### src/rtl/imem_uart_loader.sv
// UART (8N1) boot loader: receives a framed image and writes it word by word into
// the instruction memory, holding the core in reset until the checksum matches.
//
//   state | meaning
//   SYNC  | waiting for the 0xA5 sync byte
//   LEN0  | expecting the low byte of the word count
//   LEN1  | expecting the high byte of the word count
//   DATA  | assembling data words and writing them to memory
//   CSUM  | expecting the XOR checksum of all data bytes
//   DONE  | image loaded, core released; a new sync byte restarts a load
module imem_uart_loader #(
  parameter int CLKS_PER_BIT = 868,
  parameter int MAX_WORDS    = 2048
) (
  input  logic        clk,
  input  logic        rst_n,
  input  logic        uart_rx,
  output logic [3:0]  mem_we,
  output logic [12:0] mem_addr,
  output logic [31:0] mem_din,
  output logic        core_rst_n,
  output logic        busy,
  output logic        err
);

  localparam int CW = $clog2(CLKS_PER_BIT) + 1;
  localparam logic [CW-1:0] BIT_RELOAD  = CW'(CLKS_PER_BIT - 1);
  localparam logic [CW-1:0] HALF_RELOAD = CW'(CLKS_PER_BIT / 2 - 1);
  localparam logic [15:0]   MAX_LEN     = 16'(MAX_WORDS);
  localparam logic [7:0]    SYNC_BYTE   = 8'hA5;

  localparam logic [1:0] RX_IDLE  = 2'd0;
  localparam logic [1:0] RX_START = 2'd1;
  localparam logic [1:0] RX_DATA  = 2'd2;
  localparam logic [1:0] RX_STOP  = 2'd3;

  localparam logic [2:0] SYNC = 3'd0;
  localparam logic [2:0] LEN0 = 3'd1;
  localparam logic [2:0] LEN1 = 3'd2;
  localparam logic [2:0] DATA = 3'd3;
  localparam logic [2:0] CSUM = 3'd4;
  localparam logic [2:0] DONE = 3'd5;

  // receiver state
  logic          rx_meta_q,  rx_meta_d;
  logic          rx_sync_q,  rx_sync_d;
  logic          rx_prev_q,  rx_prev_d;
  logic [1:0]    rx_state_q, rx_state_d;
  logic [CW-1:0] rx_cnt_q,   rx_cnt_d;
  logic [2:0]    rx_bit_q,   rx_bit_d;
  logic [7:0]    rx_shift_q, rx_shift_d;
  logic          rx_valid_q, rx_valid_d;
  logic          rx_ferr_q,  rx_ferr_d;

  // loader state
  logic [2:0]    state_q,      state_d;
  logic [15:0]   len_q,        len_d;
  logic [10:0]   word_idx_q,   word_idx_d;
  logic [1:0]    byte_idx_q,   byte_idx_d;
  logic [31:0]   word_q,       word_d;
  logic [7:0]    csum_q,       csum_d;
  logic          busy_q,       busy_d;
  logic          err_q,        err_d;
  logic          core_rst_n_q, core_rst_n_d;
  logic [3:0]    mem_we_q,     mem_we_d;
  logic [12:0]   mem_addr_q,   mem_addr_d;
  logic [31:0]   mem_din_q,    mem_din_d;

  logic [15:0]   len_full;
  logic [31:0]   word_next;

  // Synchronizer and edge history reset low, so a start edge is only seen after
  // the line has been observed idle-high following reset.
  always_comb begin
    rx_meta_d  = uart_rx;
    rx_sync_d  = rx_meta_q;
    rx_prev_d  = rx_sync_q;
    rx_state_d = rx_state_q;
    rx_cnt_d   = rx_cnt_q;
    rx_bit_d   = rx_bit_q;
    rx_shift_d = rx_shift_q;
    rx_valid_d = 1'b0;
    rx_ferr_d  = 1'b0;
    case (rx_state_q)
      RX_IDLE: begin
        if (rx_prev_q && !rx_sync_q) begin
          rx_state_d = RX_START;
          rx_cnt_d   = HALF_RELOAD;
        end
      end
      RX_START: begin
        if (rx_cnt_q == '0) begin
          if (!rx_sync_q) begin
            rx_state_d = RX_DATA;
            rx_cnt_d   = BIT_RELOAD;
            rx_bit_d   = 3'd0;
          end else begin
            rx_state_d = RX_IDLE;
          end
        end else begin
          rx_cnt_d = rx_cnt_q - 1'b1;
        end
      end
      RX_DATA: begin
        if (rx_cnt_q == '0) begin
          rx_shift_d = {rx_sync_q, rx_shift_q[7:1]};
          rx_cnt_d   = BIT_RELOAD;
          rx_bit_d   = rx_bit_q + 3'd1;
          if (rx_bit_q == 3'd7) rx_state_d = RX_STOP;
        end else begin
          rx_cnt_d = rx_cnt_q - 1'b1;
        end
      end
      default: begin
        if (rx_cnt_q == '0) begin
          rx_state_d = RX_IDLE;
          if (rx_sync_q) rx_valid_d = 1'b1;
          else           rx_ferr_d  = 1'b1;
        end else begin
          rx_cnt_d = rx_cnt_q - 1'b1;
        end
      end
    endcase
  end

  assign len_full  = {rx_shift_q, len_q[7:0]};
  assign word_next = {rx_shift_q, word_q[31:8]};

  always_comb begin
    state_d      = state_q;
    len_d        = len_q;
    word_idx_d   = word_idx_q;
    byte_idx_d   = byte_idx_q;
    word_d       = word_q;
    csum_d       = csum_q;
    busy_d       = busy_q;
    err_d        = err_q;
    core_rst_n_d = core_rst_n_q;
    mem_we_d     = 4'h0;
    mem_addr_d   = mem_addr_q;
    mem_din_d    = mem_din_q;
    if (rx_ferr_q) begin
      state_d = SYNC;
      err_d   = 1'b1;
      busy_d  = 1'b0;
    end else if (rx_valid_q) begin
      case (state_q)
        SYNC, DONE: begin
          if (rx_shift_q == SYNC_BYTE) begin
            state_d      = LEN0;
            busy_d       = 1'b1;
            err_d        = 1'b0;
            core_rst_n_d = 1'b0;
            word_idx_d   = 11'd0;
            byte_idx_d   = 2'd0;
            csum_d       = 8'h00;
          end
        end
        LEN0: begin
          len_d   = {8'h00, rx_shift_q};
          state_d = LEN1;
        end
        LEN1: begin
          len_d = len_full;
          if (len_full == 16'd0) begin
            state_d = CSUM;
          end else if (len_full > MAX_LEN) begin
            state_d = SYNC;
            err_d   = 1'b1;
            busy_d  = 1'b0;
          end else begin
            state_d = DATA;
          end
        end
        DATA: begin
          csum_d     = csum_q ^ rx_shift_q;
          word_d     = word_next;
          byte_idx_d = byte_idx_q + 2'd1;
          if (byte_idx_q == 2'd3) begin
            mem_we_d   = 4'hF;
            mem_addr_d = {word_idx_q, 2'b00};
            mem_din_d  = word_next;
            // The index stops at the last word instead of incrementing past it.
            if ({5'd0, word_idx_q} == len_q - 16'd1) state_d = CSUM;
            else                                      word_idx_d = word_idx_q + 11'd1;
          end
        end
        CSUM: begin
          busy_d = 1'b0;
          if (rx_shift_q == csum_q) begin
            state_d      = DONE;
            core_rst_n_d = 1'b1;
          end else begin
            state_d = SYNC;
            err_d   = 1'b1;
          end
        end
        default: state_d = SYNC;
      endcase
    end
  end

  always_ff @(posedge clk or negedge rst_n) begin
    if (!rst_n) begin
      rx_meta_q    <= 1'b0;
      rx_sync_q    <= 1'b0;
      rx_prev_q    <= 1'b0;
      rx_state_q   <= RX_IDLE;
      rx_cnt_q     <= '0;
      rx_bit_q     <= 3'd0;
      rx_shift_q   <= 8'h00;
      rx_valid_q   <= 1'b0;
      rx_ferr_q    <= 1'b0;
      state_q      <= SYNC;
      len_q        <= 16'd0;
      word_idx_q   <= 11'd0;
      byte_idx_q   <= 2'd0;
      word_q       <= 32'd0;
      csum_q       <= 8'h00;
      busy_q       <= 1'b0;
      err_q        <= 1'b0;
      core_rst_n_q <= 1'b0;
      mem_we_q     <= 4'h0;
      mem_addr_q   <= 13'd0;
      mem_din_q    <= 32'd0;
    end else begin
      rx_meta_q    <= rx_meta_d;
      rx_sync_q    <= rx_sync_d;
      rx_prev_q    <= rx_prev_d;
      rx_state_q   <= rx_state_d;
      rx_cnt_q     <= rx_cnt_d;
      rx_bit_q     <= rx_bit_d;
      rx_shift_q   <= rx_shift_d;
      rx_valid_q   <= rx_valid_d;
      rx_ferr_q    <= rx_ferr_d;
      state_q      <= state_d;
      len_q        <= len_d;
      word_idx_q   <= word_idx_d;
      byte_idx_q   <= byte_idx_d;
      word_q       <= word_d;
      csum_q       <= csum_d;
      busy_q       <= busy_d;
      err_q        <= err_d;
      core_rst_n_q <= core_rst_n_d;
      mem_we_q     <= mem_we_d;
      mem_addr_q   <= mem_addr_d;
      mem_din_q    <= mem_din_d;
    end
  end

  assign mem_we     = mem_we_q;
  assign mem_addr   = mem_addr_q;
  assign mem_din    = mem_din_q;
  assign core_rst_n = core_rst_n_q;
  assign busy       = busy_q;
  assign err        = err_q;

endmodule
### config.mk
export PLATFORM = sky130hd
export DESIGN_NAME = imem_uart_loader
export DESIGN_NICKNAME = d
export VERILOG_FILES = /design/src/rtl/imem_uart_loader.sv
export SDC_FILE = /design/constraint.sdc
export NUM_CORES = 1
export LEC_CHECK = 0
export ABC_AREA = 1
export BUFFER_PORTS_ARGS = -buffer_cell sky130_fd_sc_hd__clkbuf_2
export CAP_MARGIN = 20
export CORE_AREA = 2 2 101 122
export DETAILED_ROUTE_END_ITERATION = 10
export DIE_AREA = 0 0 103 124
export PLACE_DENSITY_LB_ADDON = 0.08
export SETUP_SLACK_MARGIN = 0.15
export SLEW_MARGIN = 20
export SYNTH_ARGS = -nofsm -noshare
export SYNTH_HDL_FRONTEND = slang
export SYNTH_SLANG_ARGS = --single-unit
### constraint.sdc
create_clock -name clk -period 4.26 [get_ports clk]
set_input_delay 1.065 -clock clk [delete_from_list [all_inputs] [get_ports clk]]
set_output_delay 1.065 -clock clk [all_outputs]
set_load 0.05 [all_outputs]
After elaboration in Yosys (flattened, before gate mapping)

Index checks and enable logic that the tools add are counted.

Input port bits: 3
Output and inout port bits: 52
Bits in registers: 151

Reduce and logical (&&, ||, !) cells: 29
$add $sub $neg: 5
Order comparisons: 1
Mux-type cells: 60
Bitwise logic cells: 3
Eq/ne operators: 29

Operators with widths:

| cell                                                            | count |
|---|---|
| two-way mux 11 bit                                              | 8 |
| one-hot mux 11 bit (3 select lines)                             | 1 |
| one-hot mux 16 bit (2 select lines)                             | 1 |
| two-way mux 3 bit                                               | 10 |
| one-hot mux 11 bit (2 select lines)                             | 1 |
| != test 3 bit, second input constant                            | 7 |
| AND reduction 4 bit                                             | 5 |
| two-way mux 1 bit                                               | 18 |
| != test 2 bit, second input constant                            | 9 |
| == test 11 x 16 -> 1 bit                                        | 1 |
| greater-than comparator 16 x 12 -> 1 bit, second input constant | 1 |
| logical NOT 16 bit                                              | 1 |
| two-way mux 2 bit                                               | 8 |
| two-way mux 4 bit                                               | 4 |
| one-hot mux 8 bit (2 select lines)                              | 1 |
| subtractor 16 x 1 -> 16 bit, second input constant              | 1 |
| one-hot mux 3 bit (5 select lines)                              | 1 |
| AND reduction 5 bit                                             | 3 |
| AND reduction 6 bit                                             | 2 |
| nonzero test 2 bit                                              | 6 |
| adder 11 x 1 -> 11 bit, second input constant                   | 1 |
| logical NOT 11 bit                                              | 1 |
| subtractor 11 x 1 -> 11 bit, second input constant              | 1 |
| == test 3 bit, second input constant                            | 3 |
| other kinds (26)                                                | 32 |

Longest topological paths before layout

Word-level depth: 7
Depth in mapped cells: 16
Depth with buffers taken out: 16

Worst setup path before layout

OpenSTA, ideal clock, no wires.

Path type: reg2out
Start: register mem_we[2] (netlist name)
End: output port mem_we[1]
Cell stages (with the launch flop): 2
Path slack: 2.272 ns
Arrival time: 0.923 ns
Cells stage by stage: dfrtp_1 > buf_4

RTL lines:

| what          | RTL line | text |
|---|---|---|
| end, declared | 18       | `output logic [3:0] mem_we,` |

Worst setup path in the final report

Start: register state_q[2]
End: register mem_addr_q[11], in the netlist mem_addr[11]

Word-level cells in the longest chain between the ends: 2

Ends and longest elaborated chain:

| what                                 | RTL line | text |
|---|---|---|
| start, declared                      | 56       | `logic [2:0] state_q, state_d;` |
| start signal, assigned               | 236      | `state_q <= state_d;` |
| == test 3 x 2 -> 1 bit               | 147      | `case (state_q)` |
| AND reduction 4 bit (no source line) | -        |  |
| end signal, assigned                 | 246      | `mem_addr_q <= mem_addr_d;` |
| end, declared                        | 66       | `logic [12:0] mem_addr_q, mem_addr_d;` |

No other way between the ends.
A chain may end at the register's enable or synchronous reset.

==> results.json <==
{
  "comb_power_share_pct": 13.0,
  "clockRootBuffer": "clkbuf_16",
  "cts.reportedPaths.clkPinSlew_ns": 0.06,
  "io_pins": 55,
  "skew_ns": 0.01281,
  "cp-endpoint": "mem_addr[11]",
  "worstMarginPinSlew_ns": 0.8795,
  "drt-pass1-iter-count": 5,
  "syn2layout_area_growth_pct": 14.21,
  "nets": 899,
  "required_ns": 4.55,
  "fin_crit_sh_pct": 72.74,
  "grt_pass1_wl_mm": 25.70,
  "synthCells": 836,
  "maxCapViolCount": 0,
  "synthTopCellsByArea": "dfrtp_1, nand2_1, o21ai_0",
  "place_congestion": 0.9153,
  "cts_max_level": 4,
  "route.detailed.drc": 0,
  "synth_common_cells": "nand2_1, dfrtp_1, inv_1, o21ai_0, nor2_1",
  "crit_type": "reg -> reg",
  "dieArea_um2": 12770,
  "met2_length_mm": 7.735,
  "r2r_end": "mem_addr[11]",
  "startpoint_type": "flip-flop",
  "post_cts.repair.setup_buffers": 0,
  "p_seq_share_pct": 42.4,
  "p_leak_nw": 3.970,
  "clk_path_buf_depth": 2,
  "synth_area_leader_cell": "dfrtp_1",
  "wirelength_mm": 15.30,
  "die_y_um": 124,
  "synth-edff-count": 0,
  "drt_first_iter_violations": 362,
  "p_switching_mw": 0.9265,
  "hold_viol_final": 0,
  "r2r_start": "state_q[2]",
  "drt-vias-per-instance": 5.298,
  "whs_ns": 0.3633,
  "holdBufCountCts": 0,
  "syn_area_per_cell_um2": 8.184,
  "max_freq_mhz": 322.7,
  "portBuffers": 52,
  "status": "completed",
  "clkSinkCount": 140,
  "antenna_cells": 0,
  "switching_share_pct": 27.61,
  "reg2reg_slack_ns": 1.16,
  "p_clk_share_pct": 44.5,
  "synth_most_common_cell": "nand2_1",
  "syn_area_um2": 6842,
  "yosysTopAreaCellShare_pct": 51.21,
  "core_um2": 11510,
  "ys.flop_type": "dfrtp_1",
  "num_vias": 5584,
  "p_int_mw": 2.429,
  "startpoint": "state_q[2]",
  "hp-start": "rx_meta_q",
  "path_max_fanout": 78,
  "clk_latency_ns": 0.42,
  "numCtsBuffers": 17,
  "grt_max_degree": 100,
  "hpwl_mm": 11.11,
  "slew_headroom_pct": 41.37,
  "powerDensity_nw_per_um2": 429.4,
  "grt_remaining_overflow": 0,
  "die_width_um": 103,
  "cp.arrival_ns": 3.39,
  "antenna_found_initial": 0,
  "placementRows": 43,
  "utilization_pct": 67.87,
  "ant_nets": 0,
  "setup_viol": 0,
  "synth.yosys.warnings": 0,
  "hold_path.class": "reg -> reg",
  "maxUsedRoutingLayer": "met4",
  "yosysUniqueCellTypes": 35,
  "grt_pass1_vias": 5350,
  "cts_tree": "done",
  "wl_met3_um": 624,
  "tns_ns": 0,
  "drive_gt1_share_pct": 12.37,
  "yosysSeqAreaShare_pct": 51.21,
  "initial_utilization_pct": 59.42,
  "ys_ff_latch": 140,
  "ctsResizeCount": 0,
  "async_flop_share_pct": 100.0,
  "crit_path_end_kind": "flip-flop",
  "r2r_cells": 10,
  "wl_met1_mm": 6.689,
  "gr-usage-all-layers_pct": 25.91,
  "maxSlewViolCount": 0,
  "rsz0062_at_grt": "no",
  "wl_per_cell_um": 14.52,
  "vdd_drop_max_v": 0.0004048,
  "period_minus_slack_ns": 3.099
}
[per-stage QoR]
step / total power, mW / area [µm²] / setup slack [ns] / instances
2_1_floorplan: 1.759 / 6845 / 2.272 / 837
3_3_place_gp: 1.863 / 7204 / 1.724 / 1022
3_5_place_dp: 1.882 / 7204 / 1.562 / 1022
4_1_cts: 3.380 / 7812 / 1.543 / 1054
5_1_grt: 3.524 / 7814 / 0.7678 / 1054
6_report: 3.355 / 7814 / 1.161 / 1054
[worst max-delay path, stage by stage (launching register included)]
cell and delay (ns):
dfrtp_1 0.41, inv_1 0.09, nand2_1 0.07, nor2_1 0.20
inv_2 0.19, nor2_4 0.12, buf_4 0.33, inv_2 0.23
nor2_8 0.20, clkinv_2 0.69, o21ai_0 0.43
[cell families after synthesis]
| family | after synthesis | share of synthesized area [%] |
|---|---|---|
| buffers and inverters | 124 | 7.297 |
| other | 1 | 0.05481 |
| AOI/OAI and AO/OA | 130 | 10.20 |
| and+or+nand+nor | 400 | 25.22 |
| xor gates and xnor gates | 29 | 3.822 |
| DFF | 140 | 51.21 |
| adders and majority gates | 12 | 2.195 |
[registers in the layout, summed over array words and instances (netlist names), 3 cells and up]
name and cells:
mem_addr 11, rx_shift_q 8, csum_q 8, mem_din 32
word_q 24, state_q 3, word_idx_q 11, len_q 16
rx_bit_q 3, rx_cnt_q 11
[power by group through the flow]
| stage | Sequential (mW) | Combinational, mW | Clock, mW |
|---|---|---|---|
| detailed placement | 1.45 | 0.435 | 0 |
| floorplan | 1.44 | 0.320 | 0 |
| CTS | 1.42 | 0.437 | 1.52 |
| global route | 1.43 | 0.519 | 1.57 |
| finish | 1.42 | 0.438 | 1.49 |
| global placement | 1.44 | 0.419 | 0 |
[layer usage]
metal | up-vias | GRT usage, %
met2 | 144 | 44.48
met1 | 2649 | 33.15
met5 | - | 0
met4 | 0 | 8.470
met3 | 23 | 4.602
li1 | 2768 | -
[layout make-up]
| type | instances | area (µm²) |
|---|---|---|
| Fill cell | 983 | 3700 |
| Sequential cell | 140 | 3503 |
| Multi-Input combinational cell | 573 | 2843 |
| Clock buffer | 19 | 452.9 |
| Inverter | 98 | 369.1 |
| Timing Repair Buffer | 54 | 294.0 |
| Tap cell | 157 | 196.4 |
| Clock inverter | 13 | 155.1 |
[how the worst min path moves through the flow]
| stage | to | slack [ns] | depth (start not counted) |
|---|---|---|---|
| final | rx_prev_d | 0.36 | 0 |
| after global routing | rx_prev_d | 0.37 | 0 |
| after CTS | rx_prev_d | 0.37 | 0 |
| after detailed placement | rx_prev_d | 0.36 | 0 |
| after global placement | rx_prev_d | 0.34 | 0 |
| after floorplan | rx_prev_d | 0.33 | 0 |
[placed cells by master, fill, tap and decap left out, types with 3 or more instances in the layout]
cell and count:
dfrtp_1 140, a21oi_1 7, inv_2 5, nor2_4 3, o22ai_1 9, inv_1 92
nand2_1 231, clkbuf_16 17, ha_1 12, nor2_2 4, nor2_1 74, xor2_1 20
nand4_1 12, o21ai_0 90, inv_6 4, nand2_2 5, nor3_1 9, clkbuf_2 51
nand3_1 52, xnor2_1 8, a22o_1 7, o21ai_1 12
Power figures use the tool's default switching activity.
